File: src/rtl/vector_issue_ctrl.sv
// ---------------------------------------------------------------------------
// vector_issue_ctrl
//
// Purpose:
//   Upstream feeder of the vector register-file wrapper. Decoded vector
//   instructions arrive over a valid/ready handshake. Each one is checked for
//   register-group alignment against its LMUL. Legal instructions are queued
//   in a small FIFO. Illegal ones are accepted and dropped, and a one-cycle
//   illegal pulse is raised. The FIFO head drives a registered VRF request.
//   The request is held stable until the VRF signals that the whole register
//   group is done. The head is then popped, and the next entry is issued in
//   the following cycle without a gap.
//
// Ports:
//   clk_i, rst_i              clock (rising edge), synchronous active-high reset
//   instr_valid_i/ready_o     decode handshake; ready is a registered !full
//   vs1_i, vs2_i, vd_i        register specifiers of the incoming instruction
//   num_operands_i, we_i      operand count (0-3) and write-enable of vd
//   lmul_i                    LMUL in the RVV encoding
//   vrf_req_o, vrf_*_o        registered request and fields of the FIFO head
//   vrf_done_i                one-cycle completion pulse from the VRF
//   illegal_o                 one-cycle pulse after an illegal transfer
//   busy_o                    FIFO not empty
//   retired_cnt_o             wrapping count of completed instructions
// ---------------------------------------------------------------------------

package vcve2_pkg;

    typedef enum logic [2:0] {
        LMUL_1    = 3'b000,
        LMUL_2    = 3'b001,
        LMUL_4    = 3'b010,
        LMUL_8    = 3'b011,
        LMUL_RSVD = 3'b100,
        LMUL_F8   = 3'b101,
        LMUL_F4   = 3'b110,
        LMUL_F2   = 3'b111
    } vlmul_e;

endpackage

module vector_issue_ctrl
    import vcve2_pkg::*;
#(
    parameter int unsigned AddrWidth = 5,   // must be at least 3 for LMUL=8 checks
    parameter int unsigned Depth     = 2,   // power of two, at least 2
    parameter int unsigned CntWidth  = 16
) (
    input  logic                 clk_i,
    input  logic                 rst_i,
    input  logic                 instr_valid_i,
    output logic                 instr_ready_o,
    input  logic [AddrWidth-1:0] vs1_i,
    input  logic [AddrWidth-1:0] vs2_i,
    input  logic [AddrWidth-1:0] vd_i,
    input  logic [1:0]           num_operands_i,
    input  logic                 we_i,
    input  vlmul_e               lmul_i,
    output logic                 vrf_req_o,
    output logic                 vrf_we_o,
    output logic [AddrWidth-1:0] vrf_raddr_a_o,
    output logic [AddrWidth-1:0] vrf_raddr_b_o,
    output logic [AddrWidth-1:0] vrf_waddr_o,
    output logic [1:0]           vrf_num_operands_o,
    output vlmul_e               vrf_lmul_o,
    input  logic                 vrf_done_i,
    output logic                 illegal_o,
    output logic                 busy_o,
    output logic [CntWidth-1:0]  retired_cnt_o
);

    localparam int unsigned PtrWidth   = $clog2(Depth);
    localparam int unsigned CountWidth = $clog2(Depth) + 1;

    typedef struct packed {
        logic [AddrWidth-1:0] vs1;
        logic [AddrWidth-1:0] vs2;
        logic [AddrWidth-1:0] vd;
        logic [1:0]           num_ops;
        logic                 we;
        vlmul_e               lmul;
    } entry_t;

    typedef enum logic [0:0] {
        ST_IDLE  = 1'b0,
        ST_ISSUE = 1'b1
    } state_e;

    // A specifier is aligned when its low log2(LMUL) bits are zero.
    // Fractional LMUL and LMUL=1 place no constraint.
    function automatic logic is_aligned(input logic [AddrWidth-1:0] addr,
                                        input vlmul_e               lmul);
        logic ok;
        ok = 1'b1;
        case (lmul)
            LMUL_2:  ok = (addr[0]   == 1'b0);
            LMUL_4:  ok = (addr[1:0] == 2'b00);
            LMUL_8:  ok = (addr[2:0] == 3'b000);
            default: ok = 1'b1;
        endcase
        return ok;
    endfunction

    // Storage and state
    entry_t                fifo_mem_r [Depth];
    logic [PtrWidth-1:0]   wr_ptr_r;
    logic [PtrWidth-1:0]   rd_ptr_r;
    logic [CountWidth-1:0] count_r;
    logic                  ready_r;
    state_e                state_r;
    logic                  req_r;
    entry_t                head_out_r;
    logic                  illegal_r;
    logic [CntWidth-1:0]   retired_r;

    // Combinational next-state signals
    entry_t                in_entry_s;
    entry_t                head_nxt_s;
    logic                  legal_s;
    logic                  xfer_s;
    logic                  push_s;
    logic                  pop_s;
    logic [CountWidth-1:0] count_nxt_s;
    logic [CountWidth-1:0] count_after_pop_s;
    logic [PtrWidth-1:0]   rd_ptr_nxt_s;
    logic [PtrWidth-1:0]   wr_ptr_nxt_s;

    // Pack the incoming instruction and decide its legality
    always_comb begin
        in_entry_s.vs1     = vs1_i;
        in_entry_s.vs2     = vs2_i;
        in_entry_s.vd      = vd_i;
        in_entry_s.num_ops = num_operands_i;
        in_entry_s.we      = we_i;
        in_entry_s.lmul    = lmul_i;

        legal_s = (lmul_i != LMUL_RSVD)
               && ((num_operands_i < 2'd1) || is_aligned(vs1_i, lmul_i))
               && ((num_operands_i < 2'd2) || is_aligned(vs2_i, lmul_i))
               && (!(we_i || (num_operands_i == 2'd3)) || is_aligned(vd_i, lmul_i));
    end

    // Handshake, push/pop and pointer/occupancy updates
    always_comb begin
        xfer_s = instr_valid_i && ready_r;
        push_s = xfer_s && legal_s;
        pop_s  = (state_r == ST_ISSUE) && vrf_done_i;

        case ({push_s, pop_s})
            2'b10:   count_nxt_s = count_r + CountWidth'(1);
            2'b01:   count_nxt_s = count_r - CountWidth'(1);
            default: count_nxt_s = count_r;
        endcase

        if (pop_s) begin
            count_after_pop_s = count_r - CountWidth'(1);
            rd_ptr_nxt_s      = rd_ptr_r + PtrWidth'(1);
        end else begin
            count_after_pop_s = count_r;
            rd_ptr_nxt_s      = rd_ptr_r;
        end

        if (push_s) begin
            wr_ptr_nxt_s = wr_ptr_r + PtrWidth'(1);
        end else begin
            wr_ptr_nxt_s = wr_ptr_r;
        end
    end

    // Next head: if the queue would be empty without this cycle's push, the
    // new head is the incoming instruction itself (not yet in storage).
    always_comb begin
        head_nxt_s = in_entry_s;
        if (count_after_pop_s == CountWidth'(0)) begin
            head_nxt_s = in_entry_s;
        end else begin
            head_nxt_s = fifo_mem_r[rd_ptr_nxt_s];
        end
    end

    // FIFO storage write port
    always_ff @(posedge clk_i) begin
        if (rst_i) begin
            for (int i = 0; i < Depth; i++) begin
                fifo_mem_r[i] <= '0;
            end
        end else if (push_s) begin
            fifo_mem_r[wr_ptr_r] <= in_entry_s;
        end
    end

    // Issue FSM with registered request, fields, ready, pulse and counter
    always_ff @(posedge clk_i) begin
        if (rst_i) begin
            state_r    <= ST_IDLE;
            req_r      <= 1'b0;
            head_out_r <= '0;
            wr_ptr_r   <= PtrWidth'(0);
            rd_ptr_r   <= PtrWidth'(0);
            count_r    <= CountWidth'(0);
            ready_r    <= 1'b1;
            illegal_r  <= 1'b0;
            retired_r  <= CntWidth'(0);
        end else begin
            case (state_r)
                ST_IDLE: begin
                    if (push_s) begin
                        state_r <= ST_ISSUE;
                        req_r   <= 1'b1;
                    end else begin
                        state_r <= ST_IDLE;
                        req_r   <= 1'b0;
                    end
                end
                ST_ISSUE: begin
                    if (pop_s && (count_nxt_s == CountWidth'(0))) begin
                        state_r <= ST_IDLE;
                        req_r   <= 1'b0;
                    end else begin
                        state_r <= ST_ISSUE;
                        req_r   <= 1'b1;
                    end
                end
                default: begin
                    state_r <= ST_IDLE;
                    req_r   <= 1'b0;
                end
            endcase

            // Fields follow the head whenever one exists; they hold otherwise,
            // with req low so the VRF ignores them.
            if (count_nxt_s != CountWidth'(0)) begin
                head_out_r <= head_nxt_s;
            end else begin
                head_out_r <= head_out_r;
            end

            wr_ptr_r  <= wr_ptr_nxt_s;
            rd_ptr_r  <= rd_ptr_nxt_s;
            count_r   <= count_nxt_s;
            // Ready depends only on registered occupancy, never on inputs
            // in the same cycle.
            ready_r   <= (count_nxt_s != CountWidth'(Depth));
            illegal_r <= xfer_s && !legal_s;

            if (pop_s) begin
                retired_r <= retired_r + CntWidth'(1);
            end else begin
                retired_r <= retired_r;
            end
        end
    end

    assign instr_ready_o      = ready_r;
    assign vrf_req_o          = req_r;
    assign vrf_we_o           = head_out_r.we;
    assign vrf_raddr_a_o      = head_out_r.vs1;
    assign vrf_raddr_b_o      = head_out_r.vs2;
    assign vrf_waddr_o        = head_out_r.vd;
    assign vrf_num_operands_o = head_out_r.num_ops;
    assign vrf_lmul_o         = head_out_r.lmul;
    assign illegal_o          = illegal_r;
    assign busy_o             = (count_r != CountWidth'(0));
    assign retired_cnt_o      = retired_r;

endmodule

File: config.mk
export PLATFORM = sky130hd
export DESIGN_NAME = vector_issue_ctrl
export DESIGN_NICKNAME = d
export VERILOG_FILES = /design/src/rtl/vector_issue_ctrl.sv
export SDC_FILE = /design/constraint.sdc
export NUM_CORES = 1
export LEC_CHECK = 0
export CAP_MARGIN = 20
export CORE_ASPECT_RATIO = 1.25
export CORE_UTILIZATION = 50
export CTS_CLUSTER_SIZE = 24
export DETAILED_ROUTE_END_ITERATION = 16
export GPL_TIMING_DRIVEN = 0
export PLACE_DENSITY = 0.75
export SLEW_MARGIN = 20
export SYNTH_ARGS = -nofsm -noshare
export SYNTH_HDL_FRONTEND = slang
export SYNTH_SLANG_ARGS = --single-unit
export TNS_END_PERCENT = 20
File: constraint.sdc
create_clock -name clk_i -period 4 [get_ports clk_i]
set_clock_uncertainty 0.1 [all_clocks]
set_input_delay 0.6 -clock clk_i [delete_from_list [all_inputs] [get_ports clk_i]]
set_output_delay 0.6 -clock clk_i [all_outputs]
set_load 0.005 [all_outputs]
# After elaboration in Yosys (flattened, before gate mapping)

Memories as Yosys holds them, arrays and structs flattened.
Cells that the tools add are included.

Bits in registers: 44
Bits in writable memories: 42
Input port bits: 25
Output and inout bits: 41
Word-level logic and storage cells: 75
Memories: 1

Memory list:

| name       | words | width | rd ports | clocked after Yosys merged registers in | write ports | line | source |
|---|---|---|---|---|---|---|---|
| fifo_mem_r | 2     | 21    | 1        | 0                                       | 2           | 105  | `entry_t fifo_mem_r [Depth];` |

Add/subtract/negate cells: 5
Magnitude comparators: 2
Equality and inequality tests: 8
Muxes and demuxes: 17
Bitwise operators: 4
Reduce and logical (&&, ||, !) cells: 25

Operators with widths:

| cell                  | count |
|---|---|
| $mux 21               | 2 |
| $reduce_or 21->1      | 1 |
| $add 16x1->16 const B | 1 |
| $logic_not 2->1       | 5 |
| $logic_not 3->1       | 3 |
| $mux 1                | 9 |
| $pmux 1 s3            | 3 |
| $logic_and 1x1->1     | 8 |
| $eq 3x2->1 const B    | 2 |
| $eq 2x2->1 const B    | 2 |
| $logic_or 1x1->1      | 4 |
| $not 1->1             | 4 |
| $pmux 2 s2            | 1 |
| $reduce_bool 2->1     | 2 |
| $eq 3x1->1 const B    | 1 |
| $ne 3x3->1 const B    | 1 |
| $add 1x1->1 const B   | 2 |
| $add 2x1->2 const B   | 1 |
| $eq 2x1->1 const B    | 1 |
| $logic_not 1->1       | 2 |
| $lt 2x1->1 const B    | 1 |
| $lt 2x2->1 const B    | 1 |
| $mux 2                | 1 |
| $ne 2x2->1 const B    | 1 |
| other kinds (2)       | 2 |

# Logic depth before layout (Yosys ltp)

Gate-level depths: netlist of the first run.

Depth in word-level cells: 13
Depth in mapped cells: 14
Mapped depth without buffers: 11

# Worst setup path before layout of the first run

No wires, ideal clock.

Path type: input to register
From: input port lmul_i[1]
To: register head_out_r (netlist bit vrf_num_operands_o[1])
Library setup time: 0.059 ns
Data arrival time: 3.002 ns
Required time: 3.841 ns
Setup slack: 0.839 ns
Cell stages on the path: 13
Path buffers: 3
Cell sequence: buf_6 > a211oi_1 > a22oi_1 > a211oi_2 > nand4_4 > buf_6 > ha_1 > mux2i_1 > a21oi_1 > o21ai_0 > nor2b_1 > clkbuf_1 > a22o_1

Longest elaborated chain between the ends: 10
Elaborated cells on any way between the ends: 18
Those cells by class: 6 x eq/ne; 4 x mux; 8 x reduce/logical

RTL lines:

| what                                            | line | source |
|---|---|---|
| start: declaration                              | 58   | `input vlmul_e lmul_i,` |
| $eq 3x2->1 / $eq 3x1->1 (equally long branches) | 95   | `case (lmul)` |
| $pmux 1 s3                                      | 95   |  |
| $logic_or 1x1->1                                | 138  | `&& ((num_operands_i < 2'd1) \|\| is_aligned(vs1_i, lmul_i))` |
| $logic_and 1x1->1                               | 138  |  |
| $logic_and 1x1->1                               | 139  | `&& ((num_operands_i < 2'd2) \|\| is_aligned(vs2_i, lmul_i))` |
| $logic_and 1x1->1 (*)                           | 140  | `&& (!(we_i \|\| (num_operands_i == 2'd3)) \|\| is_aligned(vd_i, lmul_i));` |
| $logic_and 1x1->1 (*)                           | 146  | `push_s = xfer_s && legal_s;` |
| $eq 2x1->1 / $eq 2x2->1 (equally long branches) | 149  | `case ({push_s, pop_s})` |
| $pmux 2 s2 (*)                                  | 149  |  |
| $reduce_bool 2->1 (*)                           | 232  | `if (count_nxt_s != CountWidth'(0)) begin` |
| end signal: assignment                          | 233  | `head_out_r <= head_nxt_s;` |
| end signal: assignment                          | 235  | `head_out_r <= head_out_r;` |
| end: declaration                                | 112  | `entry_t head_out_r;` |

Mark *: on every way between the ends. The rest lies on a longest branch, timed or not.
A chain may end at the register's enable or synchronous reset.

# Worst setup path after layout of the first run

From: input port lmul_i[2]
To: register head_out_r (netlist bit vrf_raddr_b_o[3])

Same word-level chain as after synthesis.

==> results.yml, run 1 <==
routing:
  antenna_left: 0
  dr.pass1.iters: 4
  vias: 3046
  wl_per_cell_um: 16.5
  drt_iter0_markers: 140
  via_per_inst: 5.55
  routed_wl_um: 9060
  drc: 0
run:
  drv_cap: 0
floorplan:
  die_h_um: 103
  rows: 36
  die_x_um: 82.5
  initial_utilization: 0.516
  die-area_mm2: 0.00846
  coreArea_mm2: 0.00784
  pin_count: 66
clocking:
  clk_path_buf_depth: 2
  post-cts-setup-buffers: 0
  clock_sink_count: 86
  cts.root.buffer_cell: "clkbuf_8"
  worstSkewPairLatency_ns: 0.36
  htree_levels: 3
  cts_made_buffers: 9
  post_cts_resized: 0
  cts.clk_slew.worst_paths_ns: 0.09
  cts_tree: "yes"
  cts_hold_buffers: 0
place:
  dpl.hpwl_um: 6330
  port_buffers: 64
  preCtsSetupSlack_ns: -0.272
  dpl_cell_area_mm2: 0.00481
  gp_congestion: 0.869
worst_hold_path:
  hold_end: "vrf_num_operands_o[1]$_SDFFE_PP0P_"
  min_from: "vrf_num_operands_o[1]$_SDFFE_PP0P_"
  min_path_type: "register to register"
  min_path_cells: 1
layout:
  drive_gt1_frac: 0.141
  area_growth_pct: 23.3
  fin_nets: 478
  antenna_cells: 0
  n_fill_cell: 636
  final_area_mm2: 0.00499
grt:
  overflow: 0
  grt_pass1_wl_um: 14200
  grt_use_total: 0.229
  grt_max_degree: 22
  grt_pass1_vias: 2960
  antenna_found_initial: 0
sta:
  tightest_slew_ns: 0.905
  worst_slack_ns: 0.278
  relSlewSlack: 0.396
  slew_violations: 0
  fmax_ghz: 0.269
  period_needed_ns: 3.72
  rsz0062_at_grt: "no"
  fin_crit_sh: 0.931
  hold_viol: 0
  setup_violations: 0
power:
  pwr_density_cell_mw_per_mm2: 394
  vdd.ir_drop.worst_v: 0.000238
  power_mw: 1.97
  leakage_nw: 1.92
setup_path:
  reg2reg_slack_ns: 1.57
  arrival_ns: 3.93
  crit_type: "primary input to register"
  worstReg2RegStart: "instr_ready_o$_SDFF_PP1_"
  end_kind: "register"
  startpoint_type: "primary input"
  crit_start: "lmul_i[2]"
  rr_worst_depth: 9
  crit_required_ns: 4.20
  reg2reg_to: "vrf_raddr_b_o[3]$_SDFFE_PP0P_"
  path_max_fanout: 10
synthesis:
  synthTopCellsByArea: "edfxtp_1 31%, dfxtp_1 22%, mux2i_1 5.4%"
  syn-cell-area_mm2: 0.00405
  synth_nets: 403
  yosys.cell_types.count: 43
  synth_edf_count: 42
  synth_top_cell_by_area: "edfxtp_1"
  synthArstFlopShare: 0
  synth_top_family_by_area: "simple AND/OR/NAND/NOR gates"
  synth_top_area_frac: 0.312
  synthSimpleGateAreaFrac: 0.200
  syn_inst: 374
  synth_xor_area_frac: 0.0278
  synth-main-ff-cell: "dfxtp_1"
  synth_fa_ha_area_frac: 0.0124
  yosys_warnings: 0
  synth_commonest_cells: "44 x dfxtp_1, 42 x edfxtp_1, 41 x nand2_1, 23 x nor2_1"
  synthMuxAreaShare: 0.0572
  synth-compound-area-share: 0.116
  avgSynthCellArea_um2: 10.8
  ys_seq_area_frac: 0.529
  synth-seq-cells: 86
  synth_most_common_cell: "dfxtp_1"
outcome:
  status: "complete, no violations"
layer usage:
metal,track usage,wire length [um],share of wire,vias up
li1,-,-,-,1490
met1,0.267,3880,0.43,1449
met2,0.399,4510,0.50,89
met3,0.0398,462,0.051,18
met4,0.116,198,0.022,0
met5,0,0,0,-
state kept, by name (all words and copies together), names as in the netlist:
signal / count
wr_ptr_r: 1
vrf_lmul_o: 3
vrf_waddr_o: 5
retired_cnt_o: 16
vrf_raddr_a_o: 5
vrf_we_o: 1
illegal_o: 1
vrf_raddr_b_o: 5
vrf_req_o: 1
instr_ready_o: 1
fifo_mem_r: 42
vrf_num_operands_o: 2
rd_ptr_r: 1
count_r: 2
layout make-up:
class | count | area (um2) | share of cell area
inverter | 21 | 81.3 | 0.0163
multi-input combinational | 241 | 1680 | 0.336
clock inverter | 4 | 22.5 | 0.00451
tap | 95 | 119 | 0.0238
timing repair buffer | 64 | 641 | 0.128
clock buffer | 12 | 155 | 0.0311
sequential | 86 | 2140 | 0.429
buffer | 26 | 154 | 0.0308
metrics by stage:
| step | utilization | hold slack [ns] | TNS (ns) | cells |
|---|---|---|---|---|
| final | 0.637 | 0.380 | 0 | 549 |
| after global placement | 0.613 | 0.361 | -2.10 | 533 |
| after detailed placement | 0.613 | 0.363 | -4.26 | 533 |
| after global routing | 0.637 | 0.404 | 0 | 549 |
| after floorplan | - | 0.366 | 0 | 374 |
| after CTS | 0.636 | 0.385 | 0 | 549 |
how the worst max path moves through the flow:
stage	endpoint	slack, ns
after global routing	vrf_raddr_a_o[0]$_SDFFE_PP0P_	0.07
after global placement	vrf_raddr_b_o[2]$_SDFFE_PP0P_	-0.18
after floorplan	vrf_num_operands_o[1]$_SDFFE_PP0P_	0.84
after detailed placement	vrf_waddr_o[2]$_SDFFE_PP0P_	-0.27
after CTS	vrf_we_o$_SDFFE_PP0P_	0.01
final	vrf_raddr_b_o[3]$_SDFFE_PP0P_	0.28
placed cells by master (no fill, tap or decap), drive strengths merged, types with 3 or more instances in the layout:
cell | Yosys | layout
a211oi | 3 | 3
a21oi | 12 | 12
a22o | 21 | 21
and3 | 14 | 14
buf | 11 | 11
clkbuf | 15 | 27
clkdlybuf4s50 | 0 | 64
dfxtp | 44 | 44
edfxtp | 42 | 42
ha | 4 | 4
inv | 21 | 21
mux2i | 22 | 22
nand2 | 41 | 41
nand3 | 6 | 6
nand4 | 4 | 4
nor2 | 23 | 23
nor3 | 27 | 27
nor4 | 11 | 11
o21ai | 26 | 26
or3 | 5 | 5
xnor2 | 9 | 9
xor2 | 3 | 3
worst max-delay path: stages:
cell and delay [ns]:
clkdlybuf4s50_1 0.57, a211oi_1 0.28, a22oi_1 0.14, a211oi_2 0.38
nand4_4 0.22, buf_6 0.22, ha_1 0.23, mux2i_1 0.17
a21oi_1 0.09, o21ai_1 0.27, nor2b_2 0.27, buf_2 0.28
a22o_1 0.19
kinds of logic after synthesis:
| logic type | after synthesis |
|---|---|
| AOI/OAI and AO/OA | 69 |
| DFF | 86 |
| and+or+nand+nor | 133 |
| adders and majority gates | 4 |
| xor gates and xnor gates | 12 |
| buffers and inverters | 47 |
| muxes | 23 |
power breakdown:
part / internal, mW / total (mW) / switching [mW]
Clock: 0.256 / 0.559 / 0.303
Sequential: 0.992 / 1.02 / 0.0287
Combinational: 0.174 / 0.388 / 0.213
(Power assumes the default switching activity.)
==> inputs of run 2 (changes only) <==
- SETUP_SLACK_MARGIN: not set -> 0.1
- TNS_END_PERCENT: 20 -> 1
==> run 2 against run 1 <==
- maximum frequency increased by 0.54%
- total power about the same
- first-iteration DRC count increased by 2.1%
- combinational power about the same
- core utilization unchanged
- final cell count unchanged
- sequential cell count unchanged
- worst hold slack about the same
- count of clock-buffer cells in the layout unchanged
- register-to-register slack about the same
- via count increased by 0.26%
- clock power about the same
==> results.yml, run 2 (synthesis gave the netlist of run 1 again) <==
outcome:
  status: "complete, no violations"
setup_path:
  crit_required_ns: 4.20
  rr_worst_depth: 9
  worstReg2RegStart: "instr_ready_o$_SDFF_PP1_"
  crit_type: "primary input to register"
  startpoint_type: "primary input"
  reg2reg_slack_ns: 1.56
  path_max_fanout: 10
  reg2reg_to: "vrf_raddr_b_o[3]$_SDFFE_PP0P_"
  arrival_ns: 3.90
  end_kind: "register"
grt:
  grt_pass1_vias: 2960
  met2_usage: 0.399
  grt_util_met1: 0.267
  busiest_layer: "met2"
  overflow: 0
  grt_pass1_wl_um: 14200
  antenna_found_initial: 0
  grt_max_degree: 22
  grt_use_total: 0.229
  gr-usage-met3: 0.0398
clocking:
  clk_path_buf_depth: 2
  post-cts-setup-buffers: 0
  cts_made_buffers: 9
  clock_sink_count: 86
  cts.clk_slew.worst_paths_ns: 0.08
  htree_levels: 3
  worstSkewPairLatency_ns: 0.36
  cts_hold_buffers: 0
  cts.root.buffer_cell: "clkbuf_8"
  cts_tree: "yes"
routing:
  routed_wl_um: 9040
  vias: 3054
  via_per_inst: 5.56
  antenna_left: 0
  dr.pass1.iters: 4
  drc: 0
  wl_per_cell_um: 16.5
  drt_iter0_markers: 143
sta:
  setup_violations: 0
  tightest_slew_ns: 0.899
  period_needed_ns: 3.70
  worst_slack_ns: 0.298
  fin_crit_sh: 0.926
  hold_viol: 0
  rsz0062_at_grt: "no"
  slew_violations: 0
  relSlewSlack: 0.401
  fin_hold_ws_ns: 0.379
  fmax_ghz: 0.270
worst_hold_path:
  hold_end: "vrf_num_operands_o[1]$_SDFFE_PP0P_"
  min_path_type: "register to register"
  min_from: "vrf_num_operands_o[1]$_SDFFE_PP0P_"
  min_path_cells: 1
power:
  power_frac_clock: 0.284
  comb_power_share: 0.197
  pwr_density_cell_mw_per_mm2: 394
  power_switching_share: 0.277
  power_frac_seq: 0.519
  power.internal_mw: 1.42
  leakage_nw: 1.92
  netSwitchingPower_uw: 545
  vdd.ir_drop.worst_v: 0.000237
  power_mw: 1.97
layout:
  drive_gt1_frac: 0.141
  final_cell_mix: "64 x clkdlybuf4s50_1, 44 x dfxtp_1, 42 x edfxtp_1"
  regMostFlops: "fifo_mem_r"
  n_fill_cell: 636
  antenna_cells: 0
  area_growth_pct: 23.3
  fin_nets: 478
  final_common_cell: "clkdlybuf4s50_1"
  largest_register_ff_count: 42
run:
  drv_cap: 0
place:
  dpl.hpwl_um: 6330
  preCtsSetupSlack_ns: -0.272
  gp_congestion: 0.869
  port_buffers: 64
floorplan:
  die_h_um: 103
  initial_utilization: 0.516
  rows: 36
  coreArea_mm2: 0.00784
  die_x_um: 82.5
  pin_count: 66
  die-area_mm2: 0.00846
## run 2: cell counts in the layout (fill, tap and decap cells not counted)
No cell type changed its count.
## run 2: routing by layer
metal | routed length (um) | vias up
met3 | 464 | 22
met2 | 4490 | 95
met4 | 233 | 0
met1 | 3850 | 1448
met5 | 0 | -
li1 | - | 1489
## run 2: worst max-delay path: stages
cell             delay (ns)
clkdlybuf4s50_1        0.58
a211oi_1               0.28
a22oi_1                0.14
a211oi_2               0.35
nand4_4                0.22
buf_6                  0.22
ha_1                   0.23
mux2i_1                0.17
a21oi_1                0.09
o21ai_1                0.27
nor2b_2                0.27
buf_2                  0.28
a22o_1                 0.19
## run 2: how the worst max path moves through the flow
stage | startpoint | to | slack [ns] | cells after the start
detailed placement | vs1_i[1] | vrf_waddr_o[2]$_SDFFE_PP0P_ | -0.27 | 13
finish | lmul_i[2] | vrf_raddr_b_o[3]$_SDFFE_PP0P_ | 0.30 | 13
floorplan | lmul_i[1] | vrf_num_operands_o[1]$_SDFFE_PP0P_ | 0.84 | 13
global route | lmul_i[2] | vrf_raddr_a_o[0]$_SDFFE_PP0P_ | 0.11 | 13
global placement | vs1_i[1] | vrf_raddr_b_o[2]$_SDFFE_PP0P_ | -0.18 | 13
CTS | lmul_i[2] | vrf_raddr_b_o[3]$_SDFFE_PP0P_ | 0.13 | 13
## run 2: cell type report
type                            count  area (um2)  share of cell area
Sequential cell                    86        2140               0.429
Inverter                           21        81.3              0.0163
Multi-Input combinational cell    241        1680               0.336
Tap cell                           95         119              0.0238
Clock buffer                       12         155              0.0311
Clock inverter                      4        22.5             0.00451
Buffer                             26         154              0.0308
Timing Repair Buffer               64         641               0.128
## run 2: per-stage QoR
stage	cells	setup TNS [ns]	utilization	instance area, um2
final	549	0	0.637	4990
after global routing	549	0	0.637	4990
after CTS	549	0	0.636	4990
after detailed placement	533	-4.26	0.613	4810
after global placement	533	-2.10	0.613	4810
after floorplan	374	0	-	4050
## run 2: repair_timing
item	CTS	global route
pin swaps	0	1
setup endpoints to repair	10	21
resized for setup	1	4
## run 2: power by group through the flow
stage | Sequential, mW | Combinational (mW) | Clock (mW)
global route | 1.03 | 0.424 | 0.593
CTS | 1.02 | 0.387 | 0.561
finish | 1.02 | 0.388 | 0.558
global placement | 1.04 | 0.379 | 0
floorplan | 1.04 | 0.223 | 0
detailed placement | 1.04 | 0.386 | 0
